===== src/rtl/axi_bridge_ip_tx_pkg.sv =====
// Shared definitions for the AXI bridge TX serializer: width helpers,
// segment FSM encoding and the byte-keep mask function.
package axi_bridge_ip_tx_pkg;

    localparam int MAX_KEEP_W = 128;

    typedef enum logic [0:0] {
        SEG_IDLE = 1'b0,
        SEG_SEND = 1'b1
    } seg_fsm_e;

    function automatic int calc_max_segs(input int data_w, input int if_w);
        return (data_w + if_w - 1) / if_w;
    endfunction

    function automatic int calc_cnt_w(input int max_val);
        return $clog2(max_val + 1);
    endfunction

    // Lower nbytes bits set; callers truncate to their own lane count.
    function automatic logic [MAX_KEEP_W-1:0] mask_bytes(input logic [7:0] nbytes);
        logic [MAX_KEEP_W-1:0] m;
        m = '0;
        for (int i = 0; i < MAX_KEEP_W; i++) begin
            m[i] = (i < int'(nbytes));
        end
        return m;
    endfunction

endpackage


===== src/rtl/axi_bridge_ip_tx_ser_seg_outreg.sv =====
// Single-entry valid/ready output register; payload only moves on load.
module axi_bridge_ip_tx_ser_seg_outreg #(
    parameter int PAY_W = 8
) (
    input  logic             clk_i,
    input  logic             rst_ni,
    input  logic             flush_i,
    input  logic             load_i,
    input  logic             ready_i,
    input  logic [PAY_W-1:0] payload_i,
    output logic             valid_o,
    output logic [PAY_W-1:0] payload_o
);

    logic             r_valid;
    logic [PAY_W-1:0] r_payload;

    // Valid flag: flush drops it, load sets it, acceptance without load clears it.
    always_ff @(posedge clk_i or negedge rst_ni) begin
        if (!rst_ni) begin
            r_valid <= 1'b0;
        end else if (flush_i) begin
            r_valid <= 1'b0;
        end else if (load_i) begin
            r_valid <= 1'b1;
        end else if (ready_i) begin
            r_valid <= 1'b0;
        end else begin
            r_valid <= r_valid;
        end
    end

    // Payload capture; holds while the entry waits for ready.
    always_ff @(posedge clk_i or negedge rst_ni) begin
        if (!rst_ni) begin
            r_payload <= '0;
        end else if (load_i && !flush_i) begin
            r_payload <= payload_i;
        end else begin
            r_payload <= r_payload;
        end
    end

    assign valid_o   = r_valid;
    assign payload_o = r_payload;

endmodule


===== src/rtl/axi_bridge_ip_tx_ser_segment_gen.sv =====
// TX serializer segment generator: slices a latched beat into IF_W segments,
// lowest bytes first, and releases the beat once its last segment is captured.
module axi_bridge_ip_tx_ser_segment_gen
    import axi_bridge_ip_tx_pkg::*;
#(
    parameter int DATA_W  = 256,
    parameter int IF_W    = 64,
    parameter int TUSER_W = 16,
    localparam int BYTES_PER_SEG = IF_W / 8,
    localparam int MAX_SEGS      = calc_max_segs(DATA_W, IF_W),
    localparam int SEG_CNT_W     = calc_cnt_w(MAX_SEGS),
    localparam int BYTE_CNT_W    = calc_cnt_w(DATA_W / 8),
    localparam int SEG_BYTES_W   = calc_cnt_w(BYTES_PER_SEG)
) (
    input  logic                   clk_i,
    input  logic                   rst_ni,
    input  logic                   enable_i,
    input  logic                   flush_i,
    input  logic                   beat_valid_i,
    input  logic [DATA_W-1:0]      beat_data_i,
    input  logic [TUSER_W-1:0]     beat_user_i,
    input  logic                   beat_last_i,
    input  logic [SEG_CNT_W-1:0]   beat_num_segs_i,
    input  logic [BYTE_CNT_W-1:0]  beat_last_seg_bytes_i,
    output logic                   beat_done_pulse_o,
    output logic                   seg_valid_o,
    input  logic                   seg_ready_i,
    output logic [IF_W-1:0]        seg_data_o,
    output logic [SEG_BYTES_W-1:0] seg_bytes_o,
    output logic [TUSER_W-1:0]     seg_user_o,
    output logic                   seg_sop_o,
    output logic                   seg_eop_o
);

    localparam int PAD_W = MAX_SEGS * IF_W;
    localparam int PAY_W = IF_W + SEG_BYTES_W + TUSER_W + 2;

    seg_fsm_e               r_state;
    logic [SEG_CNT_W-1:0]   r_seg_idx;
    logic                   r_sop_pending;

    logic                   w_seg_valid;
    logic                   w_state_ok;
    logic                   w_eligible;
    logic                   w_final;
    logic                   w_load;
    logic                   w_zero_rel;
    logic [BYTE_CNT_W-1:0]  w_bytes_full;
    logic [BYTES_PER_SEG-1:0] w_keep;
    logic [PAD_W-1:0]       w_padded;
    logic [IF_W-1:0]        w_slice;
    logic [IF_W-1:0]        w_seg_data;
    logic [PAY_W-1:0]       w_pay_d;
    logic [PAY_W-1:0]       w_pay_q;

    // Mid-beat continuation is only legal from SEND; a fresh beat starts at index 0.
    assign w_state_ok = (r_state == SEG_SEND) || (r_seg_idx == {SEG_CNT_W{1'b0}});
    assign w_eligible = enable_i && beat_valid_i && (beat_num_segs_i != {SEG_CNT_W{1'b0}}) && w_state_ok;
    assign w_final    = (r_seg_idx == (beat_num_segs_i - SEG_CNT_W'(1)));
    assign w_load     = !flush_i && w_eligible && (!w_seg_valid || seg_ready_i);
    assign w_zero_rel = !flush_i && beat_valid_i && (beat_num_segs_i == {SEG_CNT_W{1'b0}});

    // Done pulse is combinational on seg_ready_i through the load condition.
    assign beat_done_pulse_o = (w_load && w_final) || w_zero_rel;

    assign w_bytes_full = w_final ? beat_last_seg_bytes_i : BYTE_CNT_W'(BYTES_PER_SEG);
    assign w_keep       = BYTES_PER_SEG'(mask_bytes(8'(w_bytes_full)));

    // Zero-extend the beat so every segment slot is addressable.
    always_comb begin
        w_padded               = '0;
        w_padded[DATA_W-1:0]   = beat_data_i;
    end

    // Segment select as an AND-OR mux over the slot index.
    always_comb begin
        w_slice = '0;
        for (int i = 0; i < MAX_SEGS; i++) begin
            w_slice = w_slice | ({IF_W{r_seg_idx == SEG_CNT_W'(i)}} & w_padded[i*IF_W +: IF_W]);
        end
    end

    // Bytes past the valid count are forced to zero.
    always_comb begin
        w_seg_data = '0;
        for (int b = 0; b < BYTES_PER_SEG; b++) begin
            w_seg_data[b*8 +: 8] = w_keep[b] ? w_slice[b*8 +: 8] : 8'h00;
        end
    end

    assign w_pay_d = {w_seg_data,
                      SEG_BYTES_W'(w_bytes_full),
                      beat_user_i,
                      r_sop_pending && (r_seg_idx == {SEG_CNT_W{1'b0}}),
                      beat_last_i && w_final};

    // Segment index, FSM and packet-start tracking.
    always_ff @(posedge clk_i or negedge rst_ni) begin
        if (!rst_ni) begin
            r_state       <= SEG_IDLE;
            r_seg_idx     <= '0;
            r_sop_pending <= 1'b1;
        end else if (flush_i) begin
            r_state       <= SEG_IDLE;
            r_seg_idx     <= '0;
            r_sop_pending <= 1'b1;
        end else if (w_load && w_final) begin
            r_state       <= SEG_IDLE;
            r_seg_idx     <= '0;
            r_sop_pending <= beat_last_i;
        end else if (w_load) begin
            r_state       <= SEG_SEND;
            r_seg_idx     <= r_seg_idx + SEG_CNT_W'(1);
            r_sop_pending <= r_sop_pending;
        end else begin
            r_state       <= r_state;
            r_seg_idx     <= r_seg_idx;
            r_sop_pending <= r_sop_pending;
        end
    end

    axi_bridge_ip_tx_ser_seg_outreg #(
        .PAY_W (PAY_W)
    ) u_outreg (
        .clk_i     (clk_i),
        .rst_ni    (rst_ni),
        .flush_i   (flush_i),
        .load_i    (w_load),
        .ready_i   (seg_ready_i),
        .payload_i (w_pay_d),
        .valid_o   (w_seg_valid),
        .payload_o (w_pay_q)
    );

    assign seg_valid_o = w_seg_valid;
    assign {seg_data_o, seg_bytes_o, seg_user_o, seg_sop_o, seg_eop_o} = w_pay_q;

endmodule


===== config.mk =====
export PLATFORM = sky130hd
export DESIGN_NAME = axi_bridge_ip_tx_ser_segment_gen
export DESIGN_NICKNAME = d
export VERILOG_FILES = /design/src/rtl/axi_bridge_ip_tx_pkg.sv /design/src/rtl/axi_bridge_ip_tx_ser_seg_outreg.sv /design/src/rtl/axi_bridge_ip_tx_ser_segment_gen.sv
export SDC_FILE = /design/constraint.sdc
export NUM_CORES = 1
export LEC_CHECK = 0
export ABC_CLOCK_PERIOD_IN_PS = 2800
export BUFFER_PORTS_ARGS = -buffer_cell sky130_fd_sc_hd__clkbuf_2
export CORE_AREA = 2 2 148 150
export DETAILED_ROUTE_END_ITERATION = 8
export DIE_AREA = 0 0 150 152
export PLACE_DENSITY = 0.6
export SLEW_MARGIN = 20
export SYNTH_ARGS = -nofsm -noshare
export SYNTH_HDL_FRONTEND = slang
export SYNTH_SLANG_ARGS = --single-unit

===== constraint.sdc =====
create_clock -name clk_i -period 2.8 [get_ports clk_i]
set_clock_uncertainty 0.2 [all_clocks]
set_input_delay 0.14 -clock clk_i [delete_from_list [all_inputs] [get_ports clk_i]]
set_output_delay 0.14 -clock clk_i [all_outputs]
set_load 0.01 [all_outputs]

# Word-level counts from Yosys, hierarchy flattened
# Cells that the tools add are included.
[word_totals]
wordCells = 68
input_bits = 288
ff_bits = 92
[op_classes]
n_bitwise = 7
n_lt_le_gt_ge = 8
n_mux = 20
addsub = 2
n_reduce_logical = 22
n_eq_ne = 4
[op_table]
columns = ["op", "count"]
rows = [
  ["bitwise AND 64 bit", 4],
  ["bitwise OR 64 bit", 3],
  ["2-to-1 mux 8 bit", 8],
  ["less-than comparator 3 x 6 -> 1 bit (first input constant)", 4],
  ["less-than comparator 1 x 6 -> 1 bit (first input constant)", 2],
  ["less-than comparator 2 x 6 -> 1 bit (first input constant)", 2],
  ["logical AND 1 bit", 11],
  ["2-to-1 mux 3 bit", 3],
  ["nonzero test 3 bit", 3],
  ["2-to-1 mux 1 bit", 8],
  ["== test 3 x 2 -> 1 bit (second input constant)", 2],
  ["logical NOT 3 bit", 2],
  ["2-to-1 mux 6 bit", 1],
  ["adder 3 x 1 -> 3 bit (second input constant)", 1],
  ["== test 3 x 1 -> 1 bit (second input constant)", 1],
  ["== test 3 bit", 1],
  ["logical OR 1 bit", 3],
  ["subtractor 3 x 1 -> 3 bit (second input constant)", 1],
  ["logical NOT 1 bit", 2],
  ["nonzero test 2 bit", 1],
]

# Logic depth before layout (Yosys ltp)
[logic_depth]
word_depth = 8
mapped_depth = 9
mapped_depth_nobuf = 6

# By module
# A second synthesis with hierarchy kept.
[hier_totals]
cells_unflattened = 471
hier_area_um2 = 5388.9
[by_module_without_submodules]
columns = ["mod", "n_inst", "cells_per_inst", "area_each_um2", "seq_area_each_um2"]
rows = [
  ["axi_bridge_ip_tx_ser_seg_outreg", 1, 187, 3450.8, 2177.1],
  ["axi_bridge_ip_tx_ser_segment_gen", 1, 284, 1938.1, 126.4],
]

# Worst setup path before layout
# No wires, ideal clock.
[synth_timing]
kind = "register -> output"
startpoint = "register r_seg_idx[0]"
endpoint = "output port beat_done_pulse_o"
n_path_buf = 2
slack_ps = 523
arrival_time_ps = 1937
stages_incl_launch_ff = 9
path_cell_list = "dfrtp_1 > inv_1 > ha_1 > nor2b_1 > o2111ai_2 > or2_2 > clkbuf_1 > clkbuf_1 > o32ai_1"
[synth_between]
elab_chain_cells = 7
[synth_rtl]
columns = ["element", "line", "source"]
rows = [
  ["start, declared", "axi_bridge_ip_tx_ser_segment_gen.sv:39", "logic [SEG_CNT_W-1:0] r_seg_idx;"],
  ["start signal, assigned", "axi_bridge_ip_tx_ser_segment_gen.sv:113", "r_seg_idx <= r_seg_idx + SEG_CNT_W'(1);"],
  ["start signal, assigned", "axi_bridge_ip_tx_ser_segment_gen.sv:117", "r_seg_idx <= r_seg_idx;"],
  ["logical NOT 3 bit", "axi_bridge_ip_tx_ser_segment_gen.sv:57", "assign w_state_ok = (r_state == SEG_SEND) || (r_seg_idx == {SEG_CNT_W{1'b0}});"],
  ["logical OR 1 bit", "axi_bridge_ip_tx_ser_segment_gen.sv:57", ""],
  ["logical AND 1 bit", "axi_bridge_ip_tx_ser_segment_gen.sv:58", "assign w_eligible = enable_i && beat_valid_i && (beat_num_segs_i != {SEG_CNT_W{1'b0}}) && w_state_ok;"],
  ["logical AND 1 bit (2 in a row)", "axi_bridge_ip_tx_ser_segment_gen.sv:60", "assign w_load = !flush_i && w_eligible && (!w_seg_valid || seg_ready_i);"],
  ["logical AND 1 bit (*)", "axi_bridge_ip_tx_ser_segment_gen.sv:64", "assign beat_done_pulse_o = (w_load && w_final) || w_zero_rel;"],
  ["logical OR 1 bit (*)", "axi_bridge_ip_tx_ser_segment_gen.sv:64", ""],
  ["end, declared", "axi_bridge_ip_tx_ser_segment_gen.sv:25", "output logic beat_done_pulse_o,"],
]
# Every way passes the cells marked *; elsewhere a longest branch is shown, timed or not.

# Worst setup path in the final report
# Same ends and word-level chain as after synthesis.

==> flow_summary_export.csv <==
group,metric,value,unit
critical_path,startpoint_type,"flip-flop",
yosys,syn_area,5020,um2
critical_path,regToRegSetupSlack,0.15,ns
yosys,yosysSeqAreaShare,45.9,%
critical_path,crit_chain,"inv_1, ha_2, nor2b_2, o2111ai_2, or2_2, buf_8, o32ai_1, clkbuf_2",
clock_tree,cts_root_buf,"clkbuf_16",
yosys,syn-num-nets,773,
yosys,syn_inst,478,
run_status,outcome,"complete, no violations",
yosys,ys_ff_latch,92,
place,hpwl,15700,um
route,drc,0,
grt,grt_pass1_wl,32600,um
floorplan,die_h,152,um
route,ant_nets,0,
clock_tree,clk_pin_slew_worst_paths,0.07,ns
final_layout,syn2layout_area_growth,68.8,%
clock_tree,cts_setup_buffers,0,
floorplan,die_area,22800,um2
critical_path,end_kind,"primary output",
timing,setup-violations-final,0,
job,maxCapViolations,0,
clock_tree,cts_buffer_depth,2,
timing,whs,0.0229,ns
floorplan,fp.dieW,150,um
grt,antenna_found_initial,0,
timing,post-route-period-util,96.2,%
critical_path,reg2reg_depth,6,
critical_path,arrival,2.35,ns
clock_tree,numCtsBuffers,9,
yosys,avgSynthCellArea,10.5,um2
route,via_count,6113,
final_layout,antenna_cells,0,
timing,drv_slew,0,
floorplan,rows,54,
critical_path,critPathCapture,"beat_done_pulse_o",
route,wl,21800,um
route,wl_per_cell,18.0,um
timing,slew_headroom,36.2,%
critical_path,worstSetupStartpoint,"r_seg_idx[0]",
timing,worst_slew_pin_slew,0.956,ns
critical_path,critPathSlowestCell,"dfrtp_2",
route,vias_per_cell,5.05,
power_and_ir_drop,leakagePower,0.00406,uW
grt,grt_pass1_vias,6075,
final_layout,layout.nets,1221,
power_and_ir_drop,p_total,4660,uW
timing,hold_violations,0,
clock_tree,cts_sinks,92,
clock_tree,cts_tree,"done",
grt,grt_max_degree,65,
critical_path,crit_type,"flip-flop to primary output",
place,globalplace.congestion,0.827,
place,port_buffers,375,
clock_tree,h-tree-depth,3,
floorplan,start_util,23.5,%
critical_path,r2r_end,"u_outreg.payload_o[33]",
final_layout,layout_common_cells,"clkbuf_2, dlygate4sd3_1, dfrtp_1",
worst_hold_path,min_path_type,"input port to flip-flop",
yosys,ys_warn_count,0,
clock_tree,insertion_delay,0.35,ns
yosys,synth_cell_type_count,36,
final_layout,final_common_cell,"clkbuf_2",
grt,grt_overflow_total,0,
route,drt-initial-drc-count,536,
critical_path,rr_startpoint,"r_seg_idx[1]",
final_layout,drive_above_1_share,48.0,%
critical_path,cp.required,2.46,ns
floorplan,core,21400,um2
power_and_ir_drop,powerDensity,551,nW/um2
final_layout,utilization,39.7,%
floorplan,io_pins,376,
timing,timing.fmax,371,MHz
timing,final.min_clock_period,2.69,ns
critical_path,slowest_delay,0.45,ns
critical_path,cp_max_fo,37,
power_and_ir_drop,ir_worst_vdd,0.289,mV
grt,grt_usage,18.3,%
route,drt_first_pass_iters,8,
-- cell type report --
cell class              count  area, um2
multi-input cells         328       2510
fillers                  2119      12900
repair buffers            486       2980
well taps                 280        350
inverters                   9       33.8
clock inverters             6       53.8
clock buffers              10        229
flip-flops and latches     92       2310
-- what timing repair did --
| action | in CTS | in global routing |
|---|---|---|
| endpoints found under the hold margin | 135 | 0 |
| resized for setup | 1 | 6 |
| endpoints found under the setup margin | 1 | 8 |
| hold buffers | 93 | 0 |
-- flip-flops by register name, summed over array words and instances (netlist names) --
register,flops
u_outreg.payload_o,86
u_outreg.valid_o,1
r_sop_pending,1
r_state,1
r_seg_idx,3
-- worst max-delay path: cells and delay by family (launching register included) --
| kind | cells | cell delay (ns) |
|---|---|---|
| AOI/OAI and AO/OA | 2 | 0.29 |
| buffers and inverters | 3 | 0.53 |
| and+or+nand+nor | 2 | 0.53 |
| adders and majority gates | 1 | 0.21 |
| DFF | 1 | 0.45 |
-- worst min-delay path by stage --
stage                     start                      to  slack, ns  cells after the start
2_1_floorplan            rst_ni            r_seg_idx[0]      -0.36                      0
5_1_grt        beat_data_i[179]  u_outreg.payload_o[73]       0.04                      4
4_1_cts        beat_data_i[145]  u_outreg.payload_o[39]      0.002                      4
3_5_place_dp             rst_ni  u_outreg.payload_o[61]       0.02                      1
3_3_place_gp             rst_ni  u_outreg.payload_o[61]       0.02                      1
6_report       beat_data_i[145]  u_outreg.payload_o[39]       0.02                      4
-- logic make-up (layout without fill, tap and decap cells) --
kind of cell               count (synthesis)  after routing  share of synthesized area [%]
adders and majority gates                  7              7                           1.75
xor gates and xnor gates                   3              3                          0.848
AOI/OAI and AO/OA                        214            214                           34.9
buffers and inverters                     58            511                           4.51
DFF                                       92             92                           45.9
and+or+nand+nor                           87             87                           8.30
muxes                                     17             17                           3.79
-- Yosys cell counts --
master,instances,area share [%]
a211oi_2,3,0.75
a211oi_4,3,1.2
a21o_1,1,0.15
a21oi_1,1,0.10
a222oi_1,64,13
a22o_1,69,12
a2bb2oi_1,1,0.17
a32o_1,2,0.40
and2_1,1,0.12
buf_1,4,0.30
buf_2,7,0.70
clkbuf_1,38,2.8
dfrtp_1,91,45
dfstp_2,1,0.52
ha_1,7,1.7
inv_1,9,0.67
mux2_2,16,3.6
mux2i_1,1,0.20
nand2_1,67,5.0
nand2b_1,2,0.25
nand3_1,1,0.10
nor2_1,4,0.30
nor2b_1,2,0.25
nor3_2,2,0.40
nor3_4,1,0.32
nor4_4,2,0.85
nor4b_1,1,0.17
o2111ai_2,1,0.30
o211ai_1,1,0.15
o21ai_0,67,6.7
o32ai_1,1,0.17
or2_2,1,0.12
or3_1,2,0.25
or4_1,1,0.15
xnor2_1,2,0.35
xor3_2,1,0.50
-- metal layers --
metal  up-vias  global-route usage, %  part of all wire (%)
met1      2917                   22.0                    40
met5         -                      0                     0
li1       2815                      -                     -
met3        26                   2.67                   7.1
met4         0                   6.51                   2.1
met2       355                   33.0                    51
-- metrics by stage --
step                TNS (ns)  worst slack [ns]  std cells  cell area (um2)
floorplan                  0             0.523        478             5020
global placement           0             0.211       1102             7230
detailed placement         0             0.217       1102             7230
CTS                        0            0.0612       1211             8450
global route         -0.0203           -0.0203       1211             8470
finish                     0             0.106       1211             8470
-- report_power, final --
part | switching (uW) | internal [uW]
Clock | 567 | 622
Sequential | 198 | 1660
Combinational | 767 | 847
Total | 1530 | 3130
(Power assumes the default switching activity.)
